### config.mk
export PLATFORM = sky130hd
export DESIGN_NAME = ycbcr_binarize
export DESIGN_NICKNAME = d
export VERILOG_FILES = /design/src/rtl/ycbcr_binarize.sv
export SDC_FILE = /design/constraint.sdc
export NUM_CORES = 1
export LEC_CHECK = 0
export ABC_AREA = 0
export CORE_AREA = 2 2 87 81
export DETAILED_ROUTE_END_ITERATION = 12
export DIE_AREA = 0 0 89 83
export PLACE_DENSITY = 0.8
export RECOVER_POWER = 25
export SETUP_SLACK_MARGIN = 0.02
export SLEW_MARGIN = 10
export SYNTH_ARGS = -nofsm -noshare
export SYNTH_HDL_FRONTEND = slang
export SYNTH_SLANG_ARGS = --single-unit
### constraint.sdc
create_clock -name clk -period 2.6 [get_ports clk]
set_clock_uncertainty 0.1 [all_clocks]
set_input_delay 0.78 -clock clk [delete_from_list [all_inputs] [get_ports clk]]
set_output_delay 0.78 -clock clk [all_outputs]
set_load 0.05 [all_outputs]
### src/rtl/ycbcr_binarize.sv
// Cb/Cr window binarizer: 2-stage pipeline emitting a DE-qualified mask with matched sync latency.
// Define FRAME_STATS_EN to build the per-frame foreground pixel counter (white_count/count_valid).
module ycbcr_binarize #(
  parameter logic [7:0]  CB_MIN_DEF = 8'd77,
  parameter logic [7:0]  CB_MAX_DEF = 8'd127,
  parameter logic [7:0]  CR_MIN_DEF = 8'd133,
  parameter logic [7:0]  CR_MAX_DEF = 8'd173,
  parameter int unsigned CNT_W      = 22
) (
  input  logic             clk,
  input  logic             rst,
  input  logic             hsync_in,
  input  logic             vsync_in,
  input  logic             de_in,
  input  logic [23:0]      pixel_in,
  input  logic [7:0]       cb_min,
  input  logic [7:0]       cb_max,
  input  logic [7:0]       cr_min,
  input  logic [7:0]       cr_max,
  output logic             hsync_out,
  output logic             vsync_out,
  output logic             de_out,
  output logic             mask_out,
  output logic [23:0]      pixel_out,
  output logic [CNT_W-1:0] white_count,
  output logic             count_valid
);

  logic [7:0] cb;
  logic [7:0] cr;
  logic       unused_y;

  assign cb       = pixel_in[15:8];
  assign cr       = pixel_in[7:0];
  assign unused_y = ^pixel_in[23:16];

  // Stage-1 / stage-2 pipeline registers
  logic hsync_q1, vsync_q1, de_q1, hit_q1;
  logic hsync_q2, vsync_q2, de_q2, mask_q2;

  // Active (shadowed) thresholds
  logic [7:0] cb_min_q, cb_min_d;
  logic [7:0] cb_max_q, cb_max_d;
  logic [7:0] cr_min_q, cr_min_d;
  logic [7:0] cr_max_q, cr_max_d;

  logic boundary;
  logic hit;

  assign boundary = vsync_in & ~vsync_q1;

  // An inverted window (min > max) can never be satisfied, so it yields hit=0 naturally.
  assign hit = (cb >= cb_min_q) && (cb <= cb_max_q) &&
               (cr >= cr_min_q) && (cr <= cr_max_q);

  always_comb begin
    cb_min_d = cb_min_q;
    cb_max_d = cb_max_q;
    cr_min_d = cr_min_q;
    cr_max_d = cr_max_q;
    if (boundary) begin
      cb_min_d = cb_min;
      cb_max_d = cb_max;
      cr_min_d = cr_min;
      cr_max_d = cr_max;
    end
  end

  always_ff @(posedge clk or posedge rst) begin
    if (rst) begin
      cb_min_q <= CB_MIN_DEF;
      cb_max_q <= CB_MAX_DEF;
      cr_min_q <= CR_MIN_DEF;
      cr_max_q <= CR_MAX_DEF;
    end else begin
      cb_min_q <= cb_min_d;
      cb_max_q <= cb_max_d;
      cr_min_q <= cr_min_d;
      cr_max_q <= cr_max_d;
    end
  end

  always_ff @(posedge clk or posedge rst) begin
    if (rst) begin
      hsync_q1 <= 1'b0;
      vsync_q1 <= 1'b0;
      de_q1    <= 1'b0;
      hit_q1   <= 1'b0;
      hsync_q2 <= 1'b0;
      vsync_q2 <= 1'b0;
      de_q2    <= 1'b0;
      mask_q2  <= 1'b0;
    end else begin
      hsync_q1 <= hsync_in;
      vsync_q1 <= vsync_in;
      de_q1    <= de_in;
      hit_q1   <= hit & de_in;
      hsync_q2 <= hsync_q1;
      vsync_q2 <= vsync_q1;
      de_q2    <= de_q1;
      mask_q2  <= hit_q1;
    end
  end

  assign hsync_out = hsync_q2;
  assign vsync_out = vsync_q2;
  assign de_out    = de_q2;
  assign mask_out  = mask_q2;
  assign pixel_out = {24{mask_q2}};

`ifdef FRAME_STATS_EN
  localparam logic [CNT_W-1:0] CNT_ONE = {{(CNT_W-1){1'b0}}, 1'b1};

  logic [CNT_W-1:0] acc_q, acc_d;
  logic [CNT_W-1:0] pend_q, pend_d;
  logic [CNT_W-1:0] white_q, white_d;
  logic             pub_q1;
  logic             valid_q;

  // The count is captured at the boundary and published one cycle later so it lines up with vsync_out.
  always_comb begin
    acc_d   = acc_q;
    pend_d  = pend_q;
    white_d = white_q;
    if (boundary) begin
      acc_d  = '0;
      pend_d = acc_q;
    end else if (de_in && hit && (acc_q != {CNT_W{1'b1}})) begin
      acc_d = acc_q + CNT_ONE;
    end
    if (pub_q1) begin
      white_d = pend_q;
    end
  end

  always_ff @(posedge clk or posedge rst) begin
    if (rst) begin
      acc_q   <= '0;
      pend_q  <= '0;
      white_q <= '0;
      pub_q1  <= 1'b0;
      valid_q <= 1'b0;
    end else begin
      acc_q   <= acc_d;
      pend_q  <= pend_d;
      white_q <= white_d;
      pub_q1  <= boundary;
      valid_q <= pub_q1;
    end
  end

  assign white_count = white_q;
  assign count_valid = valid_q;
`else
  assign white_count = '0;
  assign count_valid = 1'b0;
`endif

endmodule

==> reports/summary.log, run 1 <==
[status] status finished clean
[yosys] Unique masters post-synth 29
[timing] Worst slew margin 0.351
[timing] final critical-path share of the clock period 0.906
[global_route] first-pass GRT wire length 8.14 mm
[final_layout] Filler Cell Count 548
[global_route] global route overflow 0
[route] detailed router's first-iteration violation count 49
[yosys] synthesized area per cell 9.37 µm²
[power] switching pwr 613 µW
[critical_path] internal reg-to-reg setup slack 0.70 ns
[yosys] Yosys reg bits 40
[route] overall routed net length 4.82 mm
[critical_path] critical path class in -> reg
[route] post-DR vias/cell 4.38
[route] number of search-and-repair iterations in the first detailed-routing pass 4
[route] post-detailed-route wirelength per cell 11.4 µm
[power] PwrDens 547 nW/µm²
[min_path] hold path depth 0
[placed_design] weighted congestion reported at the end of routability-driven placement 0.811
[timing] setup repair after global routing missed its margin no
[final_layout] diode insertion count for antenna repair 0
[placed_design] Setup Slack @ Placement -0.0683 ns
[clock_network] root buffer cell clkbuf_8
[power] clock share of power 0.282
[yosys] top cells by instance count after synthesis buf_4, nand2_1, o21ai_0
[clock_network] TritonCTS clock tree yes
[yosys] area share of the largest cell type after synthesis 0.210
[critical_path] Critical Path Sink Type flop
[floorplanning] placeable core region 6450 µm²
[critical_path] FF-to-FF End hit_q1
[timing] clock period minus worst slack 2.35 ns
[critical_path] data arrival at the endpoint of the critical path 2.45 ns
[clock_network] CTS HTree Levels 2
[yosys] top area cells in the synthesized netlist dfrtp_1, dfstp_2, ha_1, buf_4, o21ai_0
[yosys] largest area contributor in the synthesized netlist dfrtp_1
[timing] number of slew-limit violations in the final report 0
[clock_network] Clock transition at path regs 0.07 ns
[yosys] synthesized netlist cell count 267
[min_path] startpoint of the lowest-slack hold path hit_q1
[power] worst IR drop on VDD 274 µV
[flow_run] number of max-cap violations 0
[yosys] post-synthesis sequential area ratio 0.410
[min_path] capture endpoint of the worst hold path mask_out
[min_path] type of the worst min-delay path reg -> reg
[power] fraction of power consumed by combinational cells 0.337
[timing] Final Setup Violations 0
[floorplanning] starting density of the core 0.388
[clock_network] total of cells resized after clock tree synthesis 0
[yosys] number of flops mapped to enable cells by yosys 0
[final_layout] Final nets 423
[yosys] most used standard cell by instance count after synthesis buf_4
[timing] accumulated negative setup slack 0 ns
[yosys] netlist area before placement 2500 µm²
[global_route] pin count of the biggest net entering global routing 41
[clock_network] buffers inserted during post-CTS setup optimization 0
[global_route] total routing resource utilization after global routing 0.136
[critical_path] critical path data required time 2.69 ns
[floorplanning] die boundary width 89 µm
[critical_path] nature of the critical path startpoint input port
[yosys] total of warnings raised by yosys 0
[timing] worst path setup slack after routing 0.245 ns
[global_route] vias in the first global route 1838
[clock_network] clock sink count 40
[power] internal cell power 1.34 mW
[clock_network] TritonCTS buffer count 5
[placed_design] half-perimeter wire length after detailed placement 3.90 mm
[placed_design] total of buffers placed on input and output ports 80
[final_layout] fraction of final layout cells sized beyond drive strength 1 0.202
[timing] total count of hold-check failures in the final report 0
[route] Post-route DRC 0
[route] total number of vias 1842
[final_layout] area delta synth->final 42.8%
[floorplanning] Total Die Area 7390 µm²
[floorplanning] # IOs 112
[power] switching share of power 0.314
[global_route] antenna violations before repair 0
[timing] slew at the pin closest to its max-slew limit 0.974 ns
[critical_path] worst-path maximum fanout 2
[clock_network] Clock Tree Buf Depth 2
[timing] highest attainable clock frequency 425 MHz
[yosys] most used flip-flop cell after synthesis dfrtp_1
[clock_network] Worst-Skew Late Latency 0.29 ns
[clock_network] hold buffers post-CTS 0
[yosys] share of flip-flops with an asynchronous set or reset 1.00
[power] Flop pwr share 0.381
[route] remaining antenna violation count after routing 0
[critical_path] worst flop-to-flop path startpoint cb_min_q[2]
[power] leakage power 1.61 nW
[floorplanning] total number of placement rows 28
[critical_path] path depth of the worst reg2reg path 6
[floorplanning] vertical die dimension 83 µm
-- area by class of cell --
cell class | instances | area, µm² | share of cell area
multi-input cells | 161 | 1060 | 0.297
clock inverters | 1 | 30.0 | 0.00841
flip-flops and latches | 40 | 1020 | 0.287
well taps | 90 | 113 | 0.0315
inverters | 34 | 128 | 0.0357
repair buffers | 88 | 1120 | 0.314
clock buffers | 7 | 96.3 | 0.0270
-- worst max-delay path, cell delays in order --
cell	delay [ns]
clkdlybuf4s50_1	0.45
inv_1	0.06
ha_1	0.29
o211ai_1	0.12
a2111oi_2	0.36
o2bb2ai_1	0.13
nor4_2	0.26
-- state kept, by name, indices dropped and copies added (netlist names) --
name	count
de_out	1
mask_out	1
vsync_q1	1
hsync_out	1
vsync_out	1
hit_q1	1
cb_max_q	8
de_q1	1
cr_max_q	8
hsync_q1	1
cr_min_q	8
cb_min_q	8
-- worst max path at each step --
stage           startpoint      endpoint  slack (ns)
3_3_place_gp   pixel_in[8]        hit_q1       -0.02
5_1_grt        pixel_in[8]        hit_q1        0.13
3_5_place_dp   pixel_in[8]        hit_q1       -0.07
4_1_cts        pixel_in[8]        hit_q1        0.23
2_1_floorplan     mask_out  pixel_out[0]        0.44
6_report       pixel_in[8]        hit_q1        0.25
-- power by group through the flow --
stage | clock, mW | sequential (mW) | combinational (mW)
floorplan | 0 | 0.763 | 0.438
global placement | 0 | 0.752 | 0.646
detailed placement | 0 | 0.756 | 0.664
CTS | 0.572 | 0.744 | 0.669
global route | 0.604 | 0.750 | 0.731
finish | 0.551 | 0.744 | 0.659
-- per-layer routing --
layer | GRT usage | share of wire | vias to the layer above
met3 | 0.0368 | 0.083 | 2
met2 | 0.232 | 0.47 | 78
met4 | 0.0312 | 0.0031 | 0
met1 | 0.171 | 0.44 | 828
li1 | - | - | 934
met5 | 0 | 0 | -
-- cells in the final DEF, fill, tap and decap left out, types with 3 or more instances in the layout --
cell / count
nand2_1: 36
inv_1: 34
buf_4: 6
clkdlybuf4s50_1: 51
dlygate4sd3_1: 4
nand4_1: 3
buf_12: 26
dfrtp_1: 21
o21ai_0: 35
clkbuf_8: 7
mux2_2: 4
conb_1: 23
ha_1: 32
dfstp_2: 19
a21oi_1: 12
-- cell families (layout without fill, tap and decap cells) --
logic type,Yosys count,after routing,share of synthesized area
buffers and inverters,88,130,0.203
AND/OR/NAND/NOR,46,46,0.0820
adder cells (fa/ha/maj),32,32,0.160
other,1,23,0.00150
AO/OA/AOI/OAI,56,56,0.126
multiplexers,4,4,0.0180
flip-flops,40,40,0.409
-- stage by stage --
| step | hold WS (ns) | cells | utilization | area (µm²) | power [mW] |
|---|---|---|---|---|---|
| floorplan | 0.231 | 289 | - | 2580 | 1.20 |
| global placement | 0.233 | 413 | 0.535 | 3450 | 1.40 |
| CTS | 0.252 | 421 | 0.555 | 3570 | 1.99 |
| finish | 0.251 | 421 | 0.554 | 3570 | 1.95 |
| detailed placement | 0.235 | 413 | 0.535 | 3450 | 1.42 |
| global route | 0.261 | 421 | 0.554 | 3570 | 2.08 |
Note: power is estimated with default switching activity, not from simulation.
==> inputs of run 2 (changes only) <==
--- a/config.mk
+++ b/config.mk
@@ -9,9 +9,10 @@
 export CORE_AREA = 2 2 87 81
 export DETAILED_ROUTE_END_ITERATION = 12
 export DIE_AREA = 0 0 89 83
+export HOLD_SLACK_MARGIN = 0.05
 export PLACE_DENSITY = 0.8
 export RECOVER_POWER = 25
-export SETUP_SLACK_MARGIN = 0.02
+export SETUP_SLACK_MARGIN = 0.2
 export SLEW_MARGIN = 10
 export SYNTH_ARGS = -nofsm -noshare
 export SYNTH_HDL_FRONTEND = slang
==> run 2 against run 1 <==
Wire length about the same. Cell count unchanged. Core utilization stayed put. Worst setup slack better by 0.068 ns. Global-route usage unchanged. Sequential cell count is the same. Highest routed layer unchanged.
==> reports/summary.log, run 2 (synthesis gave the netlist of run 1 again) <==
[floorplanning] Total Die Area 7390 µm²
[floorplanning] # IOs 112
[critical_path] FF-to-FF End hit_q1
[critical_path] data arrival at the endpoint of the critical path 2.36 ns
[placed_design] cell count after placement 413
[floorplanning] placeable core region 6450 µm²
[critical_path] path depth of the worst reg2reg path 7
[final_layout] Filler Cell Count 548
[global_route] antenna violations before repair 0
[placed_design] half-perimeter wire length after detailed placement 3.90 mm
[final_layout] number of cells in the finished layout apart from fillers 421
[placed_design] weighted congestion reported at the end of routability-driven placement 0.811
[clock_network] buffers inserted during post-CTS setup optimization 0
[status] status finished clean
[final_layout] post-route cell area 3570 µm²
[timing] slew at the pin closest to its max-slew limit 0.973 ns
[clock_network] Worst-Skew Late Latency 0.29 ns
[route] total number of vias 1845
[final_layout] most common library cell in the layout ignoring fill and taps clkdlybuf4s50_1
[global_route] first-pass GRT wire length 8.14 mm
[min_path] type of the worst min-delay path reg -> reg
[final_layout] commonest cells after routing, fill and taps aside clkdlybuf4s50_1, nand2_1, o21ai_0, inv_1, ha_1
[route] Post-route DRC 0
[global_route] total routing resource utilization after global routing 0.136
[final_layout] area of the multi-input gates 1060 µm²
[route] detailed router's first-iteration violation count 47
[floorplanning] vertical die dimension 83 µm
[timing] setup repair after global routing missed its margin no
[global_route] global route overflow 0
[clock_network] TritonCTS buffer count 5
[timing] total count of hold-check failures in the final report 0
[global_route] pin count of the biggest net entering global routing 41
[timing] Final Setup Violations 0
[power] leakage power 1.62 nW
[critical_path] critical path data required time 2.67 ns
[clock_network] TritonCTS clock tree yes
[critical_path] nature of the critical path startpoint input port
[timing] number of slew-limit violations in the final report 0
[route] post-detailed-route wirelength per cell 11.4 µm
[clock_network] root buffer cell clkbuf_8
[route] post-DR vias/cell 4.38
[flow_run] number of max-cap violations 0
[clock_network] CTS HTree Levels 2
[critical_path] Critical Path Sink Type flop
[power] total power after layout 1.95 mW
[critical_path] worst-path maximum fanout 2
[timing] clock period minus worst slack 2.29 ns
[critical_path] internal reg-to-reg setup slack 0.73 ns
[floorplanning] total number of placement rows 28
[final_layout] diode insertion count for antenna repair 0
[timing] final critical-path share of the clock period 0.880
[timing] Worst slew margin 0.351
[clock_network] hold buffers post-CTS 0
[timing] worst path setup slack after routing 0.313 ns
[clock_network] Clock Tree Buf Depth 2
[global_route] vias in the first global route 1838
[clock_network] total of cells resized after clock tree synthesis 0
[timing] highest attainable clock frequency 437 MHz
[min_path] startpoint of the lowest-slack hold path hit_q1
[placed_design] Setup Slack @ Placement -0.0683 ns
[floorplanning] die boundary width 89 µm
[route] overall routed net length 4.82 mm
[route] number of search-and-repair iterations in the first detailed-routing pass 4
[final_layout] area delta synth->final 42.8%
[min_path] hold path depth 0
[min_path] capture endpoint of the worst hold path mask_out
[critical_path] critical path class in -> reg
[floorplanning] starting density of the core 0.388
[final_layout] Final nets 423
[clock_network] Clock transition at path regs 0.07 ns
[power] worst IR drop on VDD 274 µV
[clock_network] clock sink count 40
[placed_design] total of buffers placed on input and output ports 80
[final_layout] register cell area after layout 1020 µm²
[placed_design] cell area reported after detailed placement 3450 µm²
[final_layout] fraction of final layout cells sized beyond drive strength 1 0.202
[route] remaining antenna violation count after routing 0
[critical_path] worst flop-to-flop path startpoint cr_min_q[2]
[power] PwrDens 547 nW/µm²
==> run 2: worst max-delay path, cell delays in order <==
cell and delay (ns):
clkdlybuf4s50_1 0.45, ha_1 0.33, a211o_1 0.29, a31oi_1 0.18, o221ai_1 0.14, nand3_1 0.14, nor4_2 0.05
==> run 2: area by class of cell <==
| cell class | count | area share |
|---|---|---|
| clock buffers | 7 | 0.0270 |
| clock inverters | 1 | 0.00841 |
| inverters | 34 | 0.0357 |
| multi-input cells | 161 | 0.297 |
| flip-flops and latches | 40 | 0.287 |
| well taps | 90 | 0.0315 |
| repair buffers | 88 | 0.314 |
==> run 2: worst max-delay path by stage <==
stage | from | endpoint | depth (start not counted)
finish | pixel_in[2] | hit_q1 | 7
global route | pixel_in[8] | hit_q1 | 7
CTS | pixel_in[8] | hit_q1 | 7
detailed placement | pixel_in[8] | hit_q1 | 7
global placement | pixel_in[8] | hit_q1 | 7
floorplan | mask_out | pixel_out[0] | 1
==> run 2: report_power, final <==
group          internal [mW]  switching (mW)
combinational          0.282           0.378
clock                  0.339           0.212
sequential             0.720          0.0232
total                   1.34           0.613
==> run 2: through the flow <==
stage               hold WS [ns]  TNS, ns   util
floorplan                  0.231        0      -
global placement           0.233  -0.0177  0.535
detailed placement         0.235  -0.0683  0.535
CTS                        0.252        0  0.555
global route               0.261        0  0.554
finish                     0.251        0  0.554
==> run 2: routing by layer <==
metal / track usage / part of all wire / vias up
met5: 0 / 0 / -
met4: 0.0312 / 0.0031 / 0
met3: 0.0368 / 0.087 / 2
met2: 0.232 / 0.47 / 81
met1: 0.171 / 0.44 / 828
li1: - / - / 934
